`src/rtl/controle_pkg.sv`:
```
// Shared definitions for the multicycle control unit: instruction field
// constants, ALU operation codes, FSM state encoding and the control word
// that the decoder produces and the FSM latches in DECODE.
package controle_pkg;

   // Opcodes of the supported instruction groups
   localparam logic [6:0] OPC_LOAD  = 7'b0000011;
   localparam logic [6:0] OPC_STORE = 7'b0100011;
   localparam logic [6:0] OPC_RTYPE = 7'b0110011;
   localparam logic [6:0] OPC_ITYPE = 7'b0010011;

   // funct3 values; ld and sd share the doubleword width code
   localparam logic [2:0] F3_LDSD = 3'b011;
   localparam logic [2:0] F3_ADD  = 3'b000;
   localparam logic [2:0] F3_SUBI = 3'b001;
   localparam logic [2:0] F3_SLT  = 3'b010;
   localparam logic [2:0] F3_EQU  = 3'b100;

   // funct7 values for the R-type group
   localparam logic [6:0] F7_BASE = 7'b0000000;
   localparam logic [6:0] F7_SUB  = 7'b0100000;

   // ALU operation select driven on op_ula
   typedef enum logic [1:0] {
      ULA_ADD = 2'b00,
      ULA_SUB = 2'b01,
      ULA_SLT = 2'b10,
      ULA_EQU = 2'b11
   } ula_op_t;

   // Sequencer states
   typedef enum logic [2:0] {
      ST_IDLE,
      ST_FETCH,
      ST_DECODE,
      ST_EXEC,
      ST_MEM,
      ST_WB,
      ST_TRAP
   } estado_t;

   // Decoded control word; legal=0 marks an unsupported encoding
   typedef struct packed {
      ula_op_t op_ula;
      logic    ula_entry;
      logic    operation_type;
      logic    is_mem;
      logic    is_store;
      logic    legal;
   } ctrl_word_t;

   // Control word used for reset and for every unsupported encoding
   localparam ctrl_word_t CTRL_NOP = '{
      op_ula:         ULA_ADD,
      ula_entry:      1'b0,
      operation_type: 1'b0,
      is_mem:         1'b0,
      is_store:       1'b0,
      legal:          1'b0
   };

   // Builds a legal control word from its fields
   function automatic ctrl_word_t mk_ctrl(input ula_op_t op,
                                          input logic    entry,
                                          input logic    op_type,
                                          input logic    mem,
                                          input logic    store);
      ctrl_word_t c;
      c.op_ula         = op;
      c.ula_entry      = entry;
      c.operation_type = op_type;
      c.is_mem         = mem;
      c.is_store       = store;
      c.legal          = 1'b1;
      return c;
   endfunction

endpackage

```
`src/rtl/decodificador_instrucao.sv`:
```
// Combinational instruction decoder: splits the 32-bit instruction into
// opcode/funct3/funct7 and produces the control word for the sequencer.
// Register and immediate fields are consumed by the datapath, not here.
module decodificador_instrucao
   import controle_pkg::*;
(
   input  logic [31:0] i_instrucao,
   output ctrl_word_t  o_ctrl
);

   logic [6:0] w_opcode;
   logic [2:0] w_funct3;
   logic [6:0] w_funct7;
   logic       w_unused_campos;

   assign w_opcode        = i_instrucao[6:0];
   assign w_funct3        = i_instrucao[14:12];
   assign w_funct7        = i_instrucao[31:25];
   assign w_unused_campos = ^{i_instrucao[24:15], i_instrucao[11:7]};

   // Map each supported opcode/funct3/funct7 combination to its control
   // word; anything not listed falls through to the illegal NOP word.
   always_comb begin
      o_ctrl = CTRL_NOP;
      case (w_opcode)
         OPC_LOAD: begin
            if (w_funct3 == F3_LDSD)
               o_ctrl = mk_ctrl(ULA_ADD, 1'b0, 1'b0, 1'b1, 1'b0);
         end
         OPC_STORE: begin
            if (w_funct3 == F3_LDSD)
               o_ctrl = mk_ctrl(ULA_ADD, 1'b0, 1'b1, 1'b1, 1'b1);
         end
         OPC_RTYPE: begin
            if (w_funct7 == F7_BASE) begin
               case (w_funct3)
                  F3_ADD:  o_ctrl = mk_ctrl(ULA_ADD, 1'b1, 1'b1, 1'b0, 1'b0);
                  F3_SLT:  o_ctrl = mk_ctrl(ULA_SLT, 1'b1, 1'b1, 1'b0, 1'b0);
                  F3_EQU:  o_ctrl = mk_ctrl(ULA_EQU, 1'b1, 1'b1, 1'b0, 1'b0);
                  default: o_ctrl = CTRL_NOP;
               endcase
            end else if (w_funct7 == F7_SUB && w_funct3 == F3_ADD) begin
               o_ctrl = mk_ctrl(ULA_SUB, 1'b1, 1'b1, 1'b0, 1'b0);
            end
         end
         OPC_ITYPE: begin
            case (w_funct3)
               F3_ADD:  o_ctrl = mk_ctrl(ULA_ADD, 1'b0, 1'b1, 1'b0, 1'b0);
               F3_SUBI: o_ctrl = mk_ctrl(ULA_SUB, 1'b0, 1'b1, 1'b0, 1'b0);
               F3_SLT:  o_ctrl = mk_ctrl(ULA_SLT, 1'b0, 1'b1, 1'b0, 1'b0);
               default: o_ctrl = CTRL_NOP;
            endcase
         end
         default: o_ctrl = CTRL_NOP;
      endcase
   end

endmodule

```
`src/rtl/unidade_controle.sv`:
```
// Multicycle control unit. A single registered FSM walks each instruction
// through FETCH, DECODE, EXEC, MEM and WB, pulsing the datapath enables in
// the cycles they are needed. ALU controls come straight from the control
// word latched in DECODE, so they stay put until the next decode.
module unidade_controle #(
   parameter int CNT_BITS = 31
) (
   input  logic              clk,
   input  logic              reset,
   input  logic              start,
   input  logic              stop,
   input  logic [31:0]       instrucao,
   output logic              ir_en,
   output logic              pc_en,
   output logic              load_en,
   output logic              store_en,
   output logic [1:0]        op_ula,
   output logic              operation_type,
   output logic              ula_entry,
   output logic              busy,
   output logic              illegal,
   output logic [CNT_BITS:0] retired
);

   import controle_pkg::*;

   estado_t           r_state;
   ctrl_word_t        r_ctrl;
   ctrl_word_t        w_ctrl;
   logic              r_ir_en;
   logic              r_pc_en;
   logic              r_load_en;
   logic              r_store_en;
   logic              r_busy;
   logic              r_illegal;
   logic [CNT_BITS:0] r_retired;
   logic              w_unused_legal;

   decodificador_instrucao u_decodificador (
      .i_instrucao (instrucao),
      .o_ctrl      (w_ctrl)
   );

   // Sequencer with registered outputs: every transition also sets the
   // enables that belong to the state being entered. Enables default low
   // so each one is a single-cycle pulse.
   always_ff @(posedge clk or negedge reset) begin
      if (!reset) begin
         r_state    <= ST_IDLE;
         r_ctrl     <= CTRL_NOP;
         r_ir_en    <= 1'b0;
         r_pc_en    <= 1'b0;
         r_load_en  <= 1'b0;
         r_store_en <= 1'b0;
         r_busy     <= 1'b0;
         r_illegal  <= 1'b0;
      end else begin
         r_ir_en    <= 1'b0;
         r_pc_en    <= 1'b0;
         r_load_en  <= 1'b0;
         r_store_en <= 1'b0;
         case (r_state)
            ST_IDLE: begin
               if (start && !stop) begin
                  r_state <= ST_FETCH;
                  r_ir_en <= 1'b1;
                  r_busy  <= 1'b1;
               end
            end
            ST_FETCH: begin
               r_state <= ST_DECODE;
            end
            ST_DECODE: begin
               r_ctrl <= w_ctrl;
               if (w_ctrl.legal) begin
                  r_state <= ST_EXEC;
               end else begin
                  r_state   <= ST_TRAP;
                  r_busy    <= 1'b0;
                  r_illegal <= 1'b1;
               end
            end
            ST_EXEC: begin
               if (r_ctrl.is_mem) begin
                  r_state <= ST_MEM;
                  if (r_ctrl.is_store) begin
                     r_store_en <= 1'b1;
                     r_pc_en    <= 1'b1;
                  end
               end else begin
                  r_state   <= ST_WB;
                  r_load_en <= 1'b1;
                  r_pc_en   <= 1'b1;
               end
            end
            ST_MEM: begin
               if (r_ctrl.is_store) begin
                  if (stop) begin
                     r_state <= ST_IDLE;
                     r_busy  <= 1'b0;
                  end else begin
                     r_state <= ST_FETCH;
                     r_ir_en <= 1'b1;
                  end
               end else begin
                  r_state   <= ST_WB;
                  r_load_en <= 1'b1;
                  r_pc_en   <= 1'b1;
               end
            end
            ST_WB: begin
               if (stop) begin
                  r_state <= ST_IDLE;
                  r_busy  <= 1'b0;
               end else begin
                  r_state <= ST_FETCH;
                  r_ir_en <= 1'b1;
               end
            end
            ST_TRAP: begin
               r_state <= ST_TRAP;
            end
            default: begin
               r_state <= ST_IDLE;
               r_busy  <= 1'b0;
            end
         endcase
      end
   end

   // Retired-instruction counter: one count per pc_en pulse, free wrapping
   always_ff @(posedge clk or negedge reset) begin
      if (!reset)
         r_retired <= '0;
      else if (r_pc_en)
         r_retired <= r_retired + {{CNT_BITS{1'b0}}, 1'b1};
   end

   assign w_unused_legal = r_ctrl.legal;

   assign ir_en          = r_ir_en;
   assign pc_en          = r_pc_en;
   assign load_en        = r_load_en;
   assign store_en       = r_store_en;
   assign op_ula         = r_ctrl.op_ula;
   assign operation_type = r_ctrl.operation_type;
   assign ula_entry      = r_ctrl.ula_entry;
   assign busy           = r_busy;
   assign illegal        = r_illegal;
   assign retired        = r_retired;

endmodule

```
`config.mk`:
```
export PLATFORM = sky130hd
export DESIGN_NAME = unidade_controle
export DESIGN_NICKNAME = d
export VERILOG_FILES = /design/src/rtl/controle_pkg.sv /design/src/rtl/decodificador_instrucao.sv /design/src/rtl/unidade_controle.sv
export SDC_FILE = /design/constraint.sdc
export NUM_CORES = 1
export LEC_CHECK = 0
export BUFFER_PORTS_ARGS = -buffer_cell sky130_fd_sc_hd__buf_2
export CELL_PAD_IN_SITES_DETAIL_PLACEMENT = 1
export CELL_PAD_IN_SITES_GLOBAL_PLACEMENT = 2
export CORE_ASPECT_RATIO = 1.4
export CORE_MARGIN = 5
export CORE_UTILIZATION = 33
export DETAILED_ROUTE_END_ITERATION = 10
export PLACE_DENSITY = 0.81
export SLEW_MARGIN = 10
export SYNTH_ARGS = -nofsm -noshare
export SYNTH_HDL_FRONTEND = slang
export SYNTH_SLANG_ARGS = --single-unit
export TNS_END_PERCENT = 50
```
`constraint.sdc`:
```
create_clock -name clk -period 2.6 [get_ports clk]
set_input_delay 0.26 -clock clk [delete_from_list [all_inputs] [get_ports clk]]
set_output_delay 0.26 -clock clk [all_outputs]
set_load 0.02 [all_outputs]
```
* Yosys cells after proc, flatten, opt, wreduce, memory -nomap -nowiden
Index checks and enable logic that the tools add are counted.
** Storage, ports and cells
- Register bits after elaboration :: 47
- Output and inout bits :: 42
- Bits of input ports :: 36
** Operators by class
- Reduce and logical (&&, ||, !) cells :: 9
- Add/subtract/negate cells :: 1
- Bitwise operators :: 2
- Muxes and demuxes :: 30
- Eq/ne operators :: 18
** Operators with widths (number)
- case mux 7 bit (3 select lines) :: 2
- adder 32 x 1 -> 32 bit, second input constant :: 1
- case mux 7 bit (4 select lines) :: 1
- == test 7 x 6 -> 1 bit, second input constant :: 3
- case mux 3 bit (7 select lines) :: 1
- 2-to-1 mux 1 bit :: 15
- == test 3 x 2 -> 1 bit, second input constant :: 4
- == test 3 bit, second input constant :: 4
- 2-to-1 mux 3 bit :: 4
- == test 7 x 2 -> 1 bit, second input constant :: 1
- == test 7 x 5 -> 1 bit, second input constant :: 1
- logical NOT 7 bit :: 1
- 2-to-1 mux 7 bit :: 1
- == test 3 x 1 -> 1 bit, second input constant :: 2
- logical NOT 3 bit :: 2
- 2-to-1 mux 6 bit :: 1
- != test 2 bit, second input constant :: 3
- case mux 1 bit (5 select lines) :: 1
- 2-to-1 mux 4 bit :: 1
- case mux 1 bit (2 select lines) :: 2
- AND reduction 4 bit :: 1
- case mux 1 bit (3 select lines) :: 1
- OR reduction 3 bit :: 1
- logical AND 1 bit :: 2
- 3 further kinds :: 4

* Logic depth before layout (Yosys ltp)
- Depth after elaboration :: 7
- Mapped depth :: 6
- Depth with buffers taken out :: 5

* Hierarchy
Synthesis repeated with hierarchy kept, for this count alone.
** Second synthesis, totals
- Cells, all modules :: 215
- Area, all modules :: 2377.3 µm²
** Modules (own cells, without submodules)
- unidade_controle :: times used 1, area an instance 2158.3 µm², cells an instance 185, seq. area each 1176.1 µm²
- decodificador_instrucao :: times used 1, area an instance 219.0 µm², cells an instance 30, seq. area each 0.0 µm²

* Worst setup path after synthesis
No wires, ideal clock.
- Path type :: register to register
- From :: reg r_pc_en, in the netlist pc_en
- To :: reg r_retired[31], in the netlist retired[31]
- Period minus slack after synthesis :: 1682 ps
- Cell stages (with the launch flop) :: 6
- Setup time :: 128 ps
- Setup slack :: 918 ps
- Arrival :: 1553 ps
- Cell sequence :: dfrtp_1 buf_2 nand4_2 nor4_4 nand4_1 xnor2_1
** RTL lines
- start: declaration :: line unidade_controle.sv:31 : logic r_pc_en;
- start signal: assignment :: line unidade_controle.sv:52 : r_pc_en <= 1'b0;
- start signal: assignment :: line unidade_controle.sv:59 : r_pc_en <= 1'b0;
- start signal: assignment :: line unidade_controle.sv:88 : r_pc_en <= 1'b1;
- end signal: assignment :: line unidade_controle.sv:136 : r_retired <= r_retired + {{CNT_BITS{1'b0}}, 1'b1};
- end: declaration :: line unidade_controle.sv:36 : logic [CNT_BITS:0] r_retired;

* Worst setup path after layout
- From :: reg r_state[2]
- To :: reg r_busy, in the netlist busy
** On the way
- Word-level cells in the longest chain between the ends :: 4
** Ends and longest elaborated chain
- start: declaration :: line unidade_controle.sv:27 : estado_t r_state;
- start signal: assignment :: line unidade_controle.sv:49 : r_state <= ST_IDLE;
- start signal: assignment :: line unidade_controle.sv:65 : r_state <= ST_FETCH;
- start signal: assignment :: line unidade_controle.sv:71 : r_state <= ST_DECODE;
- == test 3 x 2 -> 1 bit (tied with other cells) :: line unidade_controle.sv:62 : case (r_state)
- OR reduction 3 bit (no source line)
- NOT 1 bit (no source line)
- AND reduction 4 bit (no source line)
- end signal: assignment :: line unidade_controle.sv:55 : r_busy <= 1'b0;
- end signal: assignment :: line unidade_controle.sv:67 : r_busy <= 1'b1;
- end signal: assignment :: line unidade_controle.sv:79 : r_busy <= 1'b0;
- end: declaration :: line unidade_controle.sv:34 : logic r_busy;
Parallel ways exist; a longest one is shown, timed or not.
A chain may end at the register's enable or synchronous reset.

==> results summary <==
The run finished with clean final reports. Summing the areas of all xor and xnor instances in the mapped netlist gives 11.1% of the synthesized area. The total standard cell area after synthesis came out at 2450 µm². The number of iterations in the first detailed-routing pass came out at 4. The worst hold path startpoint is start. The count of boundary I/O pins came out at 78. The distinct cell type count of the synthesized netlist came out at 51.

The H-tree depth reported by CTS is 2. The core utilization of the finished layout is 40.2%. For this run the aggregate overflow at the end of global routing stands at 0. Ranked by total cell area, the synthesized netlist is headed by dfrtp_1 48%, xnor2_1 8.6%, nand3_1 3.5%.

The detailed placer's ending HPWL is 4560 µm. The total negative slack for setup checks is 0 ps. The area fraction in compound gates after synthesis is 9.86%. The relative slew slack is 57.5%. The clock net sink count came out at 47. The via total after detailed routing is 1989. Data on the critical path is required at its endpoint by 2820 ps. The number of cells produced by synthesis came out at 235. Counting cells, the worst reg-to-reg path comes to 4. The main combinational cell family by area after synthesis is simple AND/OR/NAND/NOR gates. The mean area per synthesized cell is 10.4 µm². The path with the worst hold slack has its endpoint at ir_en. The sequential area share after synthesis is 48.0%. The initial core utilization is 33.5%. The die is 82.8 µm wide. The clock edge transition at the registers on the reported setup and hold paths came out at 90 ps. The clock reaches the later pin of the worst-skew pair after 300 ps.

The root buffer cell is clkbuf_8. The post-CTS setup repair buffer count came out at 0. The measured slew at the worst slew-check pin is 632 ps.

The min-delay analysis places its worst path in the category in2reg. The global-route total usage across every layer is 13.0%. The DRC violation count after routing came out at 0.

The die covers 9270 µm². In the synthesized netlist the async set-or-reset flop fraction comes to 100%. After filler insertion, the fill cell instance count of the layout stands at 904. The commonest cells after synthesis are 47 x dfrtp_1, 24 x xnor2_1, 19 x nand2_1, 17 x nand3_1, 17 x nor2_1.

The core area is 7310 µm². The last weighted congestion value of the routability-driven placer is 0.816. The count of final max-slew check failures is 0. In this run the critical register-to-register path is launched from r_state[2]. The endpoint identified for the worst register-to-register timing path is busy. The clock tree skew after final layout is 9.61 ps.

The worst setup path is captured at a flip-flop. The maximum clock frequency came out at 0.514 GHz. The pin count of the biggest net entering global routing came out at 35.

The count of endpoints failing setup in the final report came out at 0. The leakage power came out at 1.42 nW. The final layout contains 335 nets. The count of endpoints failing hold in the final timing report came out at 0. The number of core rows came out at 37. The worst endpoint data arrival time came out at 2170 ps. Of all nets on the critical path, the largest fanout is 15. The cell depth of the worst min-delay path is 3. The clock buffer count from CTS is 5. The global-route wire length before repair is 10100 µm.

Synthesis inferred 47 register bits. The period utilization came out at 74.8%. The number of synthesized flops with an enable pin is 0. Yosys instantiated no cell more often than dfrtp_1. From synthesis to final layout, the design area changed by 19.9%. The synthesis warning total came out at 0. Counting every net in the synthesized netlist gives 272. The die is 112 µm tall. The share of synthesized cell area in full adder, half adder and majority cells came out at 0.511%. The power per standard cell area came out at 642 nW/µm². TritonCTS built the clock tree. The area share of the leading cell type in the synthesized netlist came out at 48.0%.

Post-CTS repair changed the size of 0 cells. The worst voltage drop across the vdd grid came out at 324 µV. The initial antenna violation count is 0. Across the run, the number of max-cap violations was 0. By startpoint and endpoint, the worst setup path is classified as reg2reg.

The via count of the first global-routing pass is 2131. In this run the remaining antenna-violating nets after routing total 0. The proportion of layout cells with a drive suffix above 1 is 28.1%. The number of buffers between clock root and the deepest sink is 2. Among all flip-flop cells after synthesis, the most frequent one is dfrtp_1. For flop-to-flop paths, the worst setup slack is 650 ps. In the synthesized netlist, mux cells make up 1.38% of the area. For this block, the initial DRC count from the detailed router was 23. The wire length per cell after detailed routing is 14.7 µm. Summed over all layers, the routed wires come to 5810 µm.

The minimum clock period after layout came out at 1950 ps. The area fraction in and, or, nand and nor cells after synthesis is 25.6%. The cell taking the most area after synthesis is dfrtp_1. The antenna diode count came out at 0. The quantity of I/O buffers inserted on ports is 62.

The worst setup path is launched from a flip-flop. Setup repair after global routing left no endpoint under its margin. In the routed layout, each cell is associated on average with a via count of 5.02.
## cell usage in the layout, fill, tap and decap left out, types with 2 or more instances in the layout
cell type	Yosys	routed
a31oi_1	3	3
nand4_2	2	2
nor2b_1	5	5
nand3_1	17	17
o21ai_1	2	2
nand4_1	12	12
a211oi_1	3	3
nor2_1	17	17
clkbuf_8	0	5
inv_1	10	10
o21ai_0	5	5
nor4_4	3	3
xor2_1	7	7
buf_2	4	62
or2_2	2	2
dfrtp_1	47	47
a21oi_1	2	2
xnor2_1	24	24
nor3_1	5	5
mux2_1	2	2
o221ai_1	3	3
nand2_1	19	19
nor4_2	2	2
and3_1	4	4
nand3b_1	3	3
nor4_1	4	4
## worst max path at each step
stage	from	end	slack (ps)
after floorplan	pc_en	retired[31]	920
after global placement	r_state[2]	busy	700
after detailed placement	r_state[2]	busy	670
after CTS	r_state[2]	busy	640
after global routing	r_state[2]	busy	570
final	r_state[2]	busy	650
## per-stage QoR
step	setup slack [ps]	area, µm²	instances	power [mW]	hold slack [ps]
finish	655	2940	396	1.89	227
global route	569	2940	396	2.02	225
CTS	640	2940	396	1.92	221
detailed placement	666	2840	387	1.48	185
global placement	701	2840	387	1.46	171
floorplan	918	2450	235	1.31	-35.6
## sequential cells by signal, summed over array words and instances, names as in the netlist
signal,flops
retired,32
op_ula,2
pc_en,1
store_en,1
illegal,1
ir_en,1
load_en,1
operation_type,1
r_ctrl,2
r_state,3
ula_entry,1
busy,1
## cells by family after synthesis
group                      after synthesis
adders and majority gates                1
DFF                                     47
xor gates and xnor gates                31
muxes                                    3
and+or+nand+nor                        104
buffers and inverters                   19
AOI/OAI and AO/OA                       30
## critical path, stage by stage, from the launching register on
cell       delay, ps
dfrtp_1          500
or3b_1           670
a2111oi_4        400
a211oi_1         100
a211oi_2         190
## final cells by class
type / instances / area (µm²) / share of cell area (%)
Inverter: 11 / 41.3 / 1.41
Tap cell: 97 / 121 / 4.13
Multi-Input combinational cell: 169 / 1190 / 40.4
Clock buffer: 6 / 72.6 / 2.47
Timing Repair Buffer: 64 / 328 / 11.2
Clock inverter: 2 / 12.5 / 0.426
Sequential cell: 47 / 1180 / 40.0
## layer usage
| layer | routed length, µm | up-vias | share of wire (%) | GRT usage, % |
|---|---|---|---|---|
| li1 | - | 965 | - | - |
| met1 | 2400 | 970 | 41 | 14.5 |
| met2 | 3040 | 50 | 52 | 24.1 |
| met3 | 327 | 4 | 5.6 | 3.70 |
| met4 | 51 | 0 | 0.88 | 3.27 |
| met5 | 0 | - | 0 | 0 |
## what timing repair did
action | 4_1_cts | 5_1_grt
hold endpoints to repair | 13 | 0
hold buffers | 1 | 0
endpoints found under the setup margin | 0 | 0
## where the power goes
group | total [mW] | leakage (nW) | internal (mW) | switching [mW]
Clock | 0.433 | 0.0412 | 0.188 | 0.244
Combinational | 0.508 | 0.739 | 0.208 | 0.301
Sequential | 0.946 | 0.636 | 0.811 | 0.136
No activity file was read; power rests on OpenSTA's default activity.
